File: src/rtl/mcpu_pkg.sv
// Shared definitions for the MCPU execute stage and register file.
// Opcodes, FSM encoding and default datapath widths.
package mcpu_pkg;

    localparam int DEFAULT_WORD_SIZE    = 16;
    localparam int DEFAULT_OPERAND_SIZE = 4;
    localparam int DEFAULT_OPCODE_WIDTH = 3;

    localparam logic [2:0] OP_ADD = 3'b000;
    localparam logic [2:0] OP_SUB = 3'b001;
    localparam logic [2:0] OP_AND = 3'b010;
    localparam logic [2:0] OP_OR  = 3'b011;
    localparam logic [2:0] OP_XOR = 3'b100;
    localparam logic [2:0] OP_SHL = 3'b101;
    localparam logic [2:0] OP_SHR = 3'b110;
    localparam logic [2:0] OP_MUL = 3'b111;

    localparam logic [1:0] REGSETCMD_NONE = 2'b00;

    typedef enum logic [1:0] {
        IDLE = 2'b00,
        EXEC = 2'b01,
        MUL  = 2'b10,
        WB   = 2'b11
    } state_e;

endpackage

File: src/rtl/mcpu_shiftadd_mul.sv
// Iterative shift-add multiplier: one partial product per cycle for WORD_SIZE cycles.
// done_o is asserted during the final iteration with the full product on product_o.
module mcpu_shiftadd_mul
    import mcpu_pkg::*;
#(
    parameter int WORD_SIZE = DEFAULT_WORD_SIZE
) (
    input  logic                   clk,
    input  logic                   rst_n,
    input  logic                   start_i,
    input  logic [WORD_SIZE-1:0]   multiplicand_i,
    input  logic [WORD_SIZE-1:0]   multiplier_i,
    output logic                   busy_o,
    output logic                   done_o,
    output logic [2*WORD_SIZE-1:0] product_o
);

    localparam int CNT_W = $clog2(WORD_SIZE);

    logic [2*WORD_SIZE-1:0] mcand_q;
    logic [2*WORD_SIZE-1:0] acc_q;
    logic [2*WORD_SIZE-1:0] acc_d;
    logic [WORD_SIZE-1:0]   mplier_q;
    logic [CNT_W-1:0]       cnt_q;
    logic                   active_q;
    logic                   last_iter;

    assign acc_d     = mplier_q[0] ? (acc_q + mcand_q) : acc_q;
    assign last_iter = active_q && (cnt_q == CNT_W'(WORD_SIZE - 1));
    assign busy_o    = active_q;
    assign done_o    = last_iter;
    assign product_o = acc_d;

    always_ff @(posedge clk or negedge rst_n) begin
        if (!rst_n) begin
            mcand_q  <= '0;
            acc_q    <= '0;
            mplier_q <= '0;
            cnt_q    <= '0;
            active_q <= 1'b0;
        end else if (start_i && !active_q) begin
            // NOTE: non-blocking (<=) throughout so every register samples pre-edge values.
            mcand_q  <= {{WORD_SIZE{1'b0}}, multiplicand_i};
            acc_q    <= '0;
            mplier_q <= multiplier_i;
            cnt_q    <= '0;
            active_q <= 1'b1;
        end else if (active_q) begin
            acc_q    <= acc_d;
            mcand_q  <= mcand_q << 1;
            mplier_q <= mplier_q >> 1;
            cnt_q    <= cnt_q + 1'b1;
            if (last_iter) begin
                active_q <= 1'b0;
            end
        end
    end

endmodule

File: src/rtl/mcpu_alu_exec.sv
// MCPU execute stage: single-pass logic/shift ops, iterative MUL, registered writeback.
// Define MCPU_ALU_B2B_EN to accept a new issue during the WB cycle (back-to-back).
module mcpu_alu_exec
    import mcpu_pkg::*;
#(
    parameter int WORD_SIZE    = DEFAULT_WORD_SIZE,
    parameter int OPERAND_SIZE = DEFAULT_OPERAND_SIZE,
    parameter int OPCODE_WIDTH = DEFAULT_OPCODE_WIDTH,
    parameter int SHAMT_WIDTH  = $clog2(WORD_SIZE)
) (
    input  logic                    clk,
    input  logic                    rst_n,
    input  logic                    start,
    input  logic [OPCODE_WIDTH-1:0] opcode,
    input  logic [OPERAND_SIZE-1:0] dst_in,
    input  logic [WORD_SIZE-1:0]    alu1,
    input  logic [WORD_SIZE-1:0]    alu2,
    output logic                    busy,
    output logic [WORD_SIZE-1:0]    datatoload,
    output logic [OPERAND_SIZE-1:0] op3,
    output logic                    regsetwb,
    output logic [1:0]              regsetcmd,
    output logic                    zero,
    output logic                    carry
);

    state_e                  state_q, state_d;
    logic [OPCODE_WIDTH-1:0] opcode_q;
    logic [OPERAND_SIZE-1:0] dst_q;
    logic [WORD_SIZE-1:0]    a_q, b_q;
    logic [WORD_SIZE-1:0]    datatoload_q, datatoload_d;
    logic [OPERAND_SIZE-1:0] op3_q, op3_d;
    logic                    zero_q, zero_d;
    logic                    carry_q, carry_d;
    logic                    regsetwb_q;
    logic                    accept;

    logic                    mul_start, mul_busy, mul_done;
    logic [2*WORD_SIZE-1:0]  mul_product;

    logic [WORD_SIZE-1:0]    alu_res;
    logic                    alu_c;
    logic [WORD_SIZE:0]      wide;
    logic [SHAMT_WIDTH-1:0]  shamt;

`ifdef MCPU_ALU_B2B_EN
    assign accept = start && ((state_q == IDLE) || (state_q == WB));
    assign busy   = (state_q != IDLE) && (state_q != WB);
`else
    assign accept = start && (state_q == IDLE);
    assign busy   = (state_q != IDLE);
`endif

    assign datatoload = datatoload_q;
    assign op3        = op3_q;
    assign zero       = zero_q;
    assign carry      = carry_q;
    assign regsetwb   = regsetwb_q;
    assign regsetcmd  = REGSETCMD_NONE;

    // Shifts run one bit wider so the last bit shifted out lands in wide[WORD_SIZE] / wide[0].
    always_comb begin
        alu_res = '0;
        alu_c   = 1'b0;
        wide    = '0;
        shamt   = b_q[SHAMT_WIDTH-1:0];
        case (opcode_q)
            OP_ADD: begin
                wide    = {1'b0, a_q} + {1'b0, b_q};
                alu_res = wide[WORD_SIZE-1:0];
                alu_c   = wide[WORD_SIZE];
            end
            OP_SUB: begin
                wide    = {1'b0, a_q} - {1'b0, b_q};
                alu_res = wide[WORD_SIZE-1:0];
                alu_c   = wide[WORD_SIZE];
            end
            OP_AND: alu_res = a_q & b_q;
            OP_OR:  alu_res = a_q | b_q;
            OP_XOR: alu_res = a_q ^ b_q;
            OP_SHL: begin
                wide    = {1'b0, a_q} << shamt;
                alu_res = wide[WORD_SIZE-1:0];
                alu_c   = wide[WORD_SIZE];
            end
            OP_SHR: begin
                wide    = {a_q, 1'b0} >> shamt;
                alu_res = wide[WORD_SIZE:1];
                alu_c   = wide[0];
            end
            default: ;
        endcase
    end

    always_comb begin
        // NOTE: every variable gets a default first; a branch that skips one would infer a latch.
        state_d      = state_q;
        datatoload_d = datatoload_q;
        op3_d        = op3_q;
        zero_d       = zero_q;
        carry_d      = carry_q;
        mul_start    = 1'b0;
        case (state_q)
            IDLE: begin
                if (accept) begin
                    state_d = (opcode == OP_MUL) ? MUL : EXEC;
                end
            end
            EXEC: begin
                datatoload_d = alu_res;
                carry_d      = alu_c;
                zero_d       = (alu_res == '0);
                op3_d        = dst_q;
                state_d      = WB;
            end
            MUL: begin
                mul_start = !mul_busy;
                if (mul_done) begin
                    datatoload_d = mul_product[WORD_SIZE-1:0];
                    carry_d      = |mul_product[2*WORD_SIZE-1:WORD_SIZE];
                    zero_d       = (mul_product[WORD_SIZE-1:0] == '0);
                    op3_d        = dst_q;
                    state_d      = WB;
                end
            end
            WB: begin
                if (accept) begin
                    state_d = (opcode == OP_MUL) ? MUL : EXEC;
                end else begin
                    state_d = IDLE;
                end
            end
            default: state_d = IDLE;
        endcase
    end

    always_ff @(posedge clk or negedge rst_n) begin
        if (!rst_n) begin
            state_q      <= IDLE;
            opcode_q     <= '0;
            dst_q        <= '0;
            a_q          <= '0;
            b_q          <= '0;
            datatoload_q <= '0;
            op3_q        <= '0;
            zero_q       <= 1'b0;
            carry_q      <= 1'b0;
            regsetwb_q   <= 1'b0;
        end else begin
            state_q      <= state_d;
            datatoload_q <= datatoload_d;
            op3_q        <= op3_d;
            zero_q       <= zero_d;
            carry_q      <= carry_d;
            // Strobe trails WB by one edge so the register file sees settled results.
            regsetwb_q   <= (state_q == WB);
            if (accept) begin
                opcode_q <= opcode;
                dst_q    <= dst_in;
                a_q      <= alu1;
                b_q      <= alu2;
            end
        end
    end

    mcpu_shiftadd_mul #(
        .WORD_SIZE (WORD_SIZE)
    ) u_mul (
        .clk            (clk),
        .rst_n          (rst_n),
        .start_i        (mul_start),
        .multiplicand_i (a_q),
        .multiplier_i   (b_q),
        .busy_o         (mul_busy),
        .done_o         (mul_done),
        .product_o      (mul_product)
    );

endmodule
File: config.mk
export PLATFORM = sky130hd
export DESIGN_NAME = mcpu_alu_exec
export DESIGN_NICKNAME = d
export VERILOG_FILES = /design/src/rtl/mcpu_pkg.sv /design/src/rtl/mcpu_shiftadd_mul.sv /design/src/rtl/mcpu_alu_exec.sv
export SDC_FILE = /design/constraint.sdc
export NUM_CORES = 1
export LEC_CHECK = 0
export CORE_MARGIN = 4
export CORE_UTILIZATION = 62
export DETAILED_ROUTE_END_ITERATION = 10
export HOLD_SLACK_MARGIN = 0.05
export PLACE_DENSITY = 0.87
export SLEW_MARGIN = 15
export SYNTH_ARGS = -nofsm -noshare
export SYNTH_HDL_FRONTEND = slang
export SYNTH_HIERARCHICAL = 1
export SYNTH_SLANG_ARGS = --single-unit
export TNS_END_PERCENT = 10
File: constraint.sdc
create_clock -name clk -period 4.15 [get_ports clk]
set_input_delay 0.83 -clock clk [delete_from_list [all_inputs] [get_ports clk]]
set_output_delay 0.83 -clock clk [all_outputs]
set_load 0.005 [all_outputs]
==> flow_metrics.tcl <==
set metrics [dict create \
    via_count 11390 \
    max-slew-margin-rel_pct 27.2 \
    yosys_warnings 6 \
    synthDistinctLibCells 93 \
    antenna_cells 0 \
    final_nets 1490 \
    async_flop_share_pct 100 \
    initial_utilization_pct 63.2 \
    numPortBuffers 65 \
    slew_viol_final 0 \
    seq_area_um2 3730 \
    cpPeakStageDelay_ns 0.66 \
    synthFlopType "dfrtp_1" \
    grt_pass1_vias 10983 \
    tightest_slew_ns 1.09 \
    synth-seq-cells 149 \
    synth_area_leaders "dfrtp_1, ha_1, mux2_2, mux2i_1, mux4_2" \
    hp-class "input port to asynchronous set/reset pin" \
    detailedPlacementHpwl_mm 27.6 \
    clk_pin_slew_ns 0.07 \
    required_ns 4.43 \
    path_cells "ha_1, a21o_1, a21oi_1, o31ai_1, o41ai_1, nor3_1, a211o_1, xnor2_1, mux2i_1, nor4_1, and4_1, nand2_1, o31ai_1, a21oi_1" \
    worstSetupEndpointType "flop" \
    wl_mm 38.3 \
    cts_resized 0 \
    finalHoldViolations 0 \
    cts_max_level 4 \
    drtPass1Iterations 6 \
    finalSetupViolations 0 \
    timing.setup.tns_ns 0 \
    ys_seq_area_share_pct 30.3 \
    grt_max_degree 82 \
    finalCriticalPeriod_ns 3.83 \
    die_h_um 149 \
    dr.first_iter.drc_count 1353 \
    fin_worst_skew_ns 0.00882 \
    netlist_instances 1331 \
    drive_gt1_share_pct 13.9 \
    postSynthAreaPerCell_um2 9.24 \
    postRouteAntennaNets 0 \
    cts_setup_buffers 0 \
    gr-total-overflow 0 \
    rsz0062_at_grt "no" \
    syn-cell-area_um2 12300 \
    die-area_um2 22200 \
    worstPathArrival_ns 4.11 \
    cp_max_fo 5 \
    p_leak_nw 6.04 \
    io_pins 68 \
    drv_cap 0 \
    path_class "flop to flop" \
    post-route-period-util_pct 92.2 \
    crit_buf_inv 0 \
    track_usage_pct 34.8 \
    coreArea_um2 19500 \
    syn2layout_area_growth_pct 11.9 \
    clock_latency_ns 0.43 \
    fp.dieW_um 149 \
    design_area_um2 13800 \
    critical_path.top_delay_family "compound AO/OA/AOI/OAI gates" \
    cp-start-kind "flop" \
    ctsRootBufferMaster "clkbuf_16" \
    rows 51 \
    powerDensity_nw_per_um2 977 \
    cts_tree "built" \
    numCtsBuffers 17 \
    fmax_mhz 261 \
    synth_edf_count 0 \
    slowest_stage "o41ai_1" \
    vdd_drop_max_v 0.000610 \
    dpl_cell_area_um2 13200 \
    clock_sinks 149 \
    yosysTopAreaCellShare_pct 30.3 \
    gp_congestion 1.01 \
    multi_input_area_um2 7900 \
    clock_path_buffers 2 \
    status "complete, no violations" \
    wire_per_inst_um 23.4 \
    yosysTopAreaCell "dfrtp_1" \
    grt_pass1_wl_mm 60.7 \
    drc 0 \
    antenna_found_initial 0 \
    fillers 1472 \
    via_per_inst 6.97 \
    holdBufCountCts 0 \
]
## synthesized netlist by cell type, types with 4 or more instances
library cell  count
nand3_1          26
mux4_2           22
a311o_1           4
or4_1             7
nor3_1           21
ha_1             89
a31oi_1          14
o22ai_1          16
o21ai_0          73
o31ai_1          12
nand2_1         102
o2111ai_1         6
a22o_1           41
and3_1           10
o21a_1           13
xnor2_1          24
and2_1            5
or3_1             7
nor2b_1          13
o21bai_1          9
a21oi_1          77
buf_2             4
o21ai_1           4
a22oi_1          13
o211ai_1         20
a211oi_1         16
nand4_1          10
nor4_1           14
a21o_1           22
buf_1            16
a31o_1            5
mux2_2           70
nor2_1           86
clkbuf_1         62
buf_4             8
a211o_1           4
inv_1            64
a221oi_1          4
mux2i_1          56
buf_6             4
nand2b_1         11
xor2_1           12
dfrtp_1         149
## layer usage
layer | global-route usage (%) | up-vias | share of wire (%) | wire length (um)
met4 | 15.1 | 0 | 5.3 | 2040
met3 | 6.62 | 158 | 11 | 4120
met5 | 0 | - | 0 | 0
li1 | - | 4992 | - | -
met2 | 55.2 | 769 | 45 | 17200
met1 | 47.0 | 5471 | 39 | 14900
## worst register-to-register path, stage by stage, from the launching register on
cell and delay, ns:
dfrtp_1 0.41, ha_1 0.38, a21o_1 0.20, a21oi_1 0.26, o31ai_1 0.20, o41ai_1 0.66
nor3_1 0.15, a211o_1 0.32, xnor2_1 0.19, mux2i_1 0.10, nor4_1 0.28, and4_1 0.27
nand2_1 0.06, o31ai_1 0.09, a21oi_1 0.11
## placed cells by master (no fill, tap or decap), drive strengths merged, types with 22 or more instances in the layout
cell type	n
nor2	87
inv	73
clkdlybuf4s50	64
dfrtp	149
ha	89
nand2	102
a22o	41
mux4	22
mux2	71
o21ai	77
buf	37
a21o	25
a21oi	77
nand3	26
mux2i	56
xnor2	24
## stage by stage
| step | instances | worst slack (ns) | hold WS [ns] | total power (W) | util (%) |
|---|---|---|---|---|---|
| after floorplan | 1332 | 0.676 | 0.440 | 0.00886 | - |
| after global placement | 1602 | 0.633 | 0.449 | 0.0112 | 67.6 |
| after detailed placement | 1602 | 0.465 | 0.465 | 0.0114 | 67.6 |
| after CTS | 1633 | 0.378 | 0.468 | 0.0131 | 70.7 |
| after global routing | 1633 | 0.133 | 0.513 | 0.0143 | 70.7 |
| final | 1633 | 0.323 | 0.437 | 0.0134 | 70.7 |
## power by group
part	internal, W	leakage, nW	switching [W]
Sequential	0.00208	1.90	0.000830
Clock	0.000915	0.296	0.000722
Combinational	0.00364	3.84	0.00525
## final timing paths
kind                                   startpoint           endpoint  slack, ns  cells past startpoint
max in group asynchronous                   rst_n  u_mul/mplier_q[0]       2.82                      2
worst min-delay path                        rst_n            a_q[13]       0.44                      1
worst max-delay path            u_mul/mcand_q[11]              carry       0.32                     14
worst max register to register  u_mul/mcand_q[11]              carry       0.32                     14
min in group clk                         dst_q[3]             op3[3]       0.48                      2
worst min register to register           dst_q[3]             op3[3]       0.48                      2
## cell type report
class | count | share of cell area, %
inverters | 66 | 1.80
multi-input cells | 1021 | 57.4
clock buffers | 17 | 3.09
repair buffers | 101 | 6.88
flip-flops and latches | 149 | 27.1
well taps | 265 | 2.41
clock inverters | 14 | 1.32
## kinds of logic (layout without fill, tap and decap cells)
family,count (synthesis),in the layout,share of synthesized area (%)
other,1,2,0.0305
AO/OA/AOI/OAI,406,406,23.4
XOR/XNOR,36,36,2.56
AND/OR/NAND/NOR,336,336,13.4
multiplexers,149,149,15.1
adder cells (fa/ha/maj),92,92,9.54
flip-flops,149,149,30.3
buffers and inverters,162,198,5.64
## sequential cells by signal, indices dropped and copies added, names as in the netlist, 3 cells and up
| signal | count |
|---|---|
| u_mul/acc_q | 32 |
| u_mul/mcand_q | 32 |
| a_q | 16 |
| b_q | 16 |
| datatoload | 16 |
| u_mul/mplier_q | 16 |
| dst_q | 4 |
| op3 | 4 |
| u_mul/cnt_q | 4 |
| opcode_q | 3 |
No activity file was read; power rests on OpenSTA's default activity.
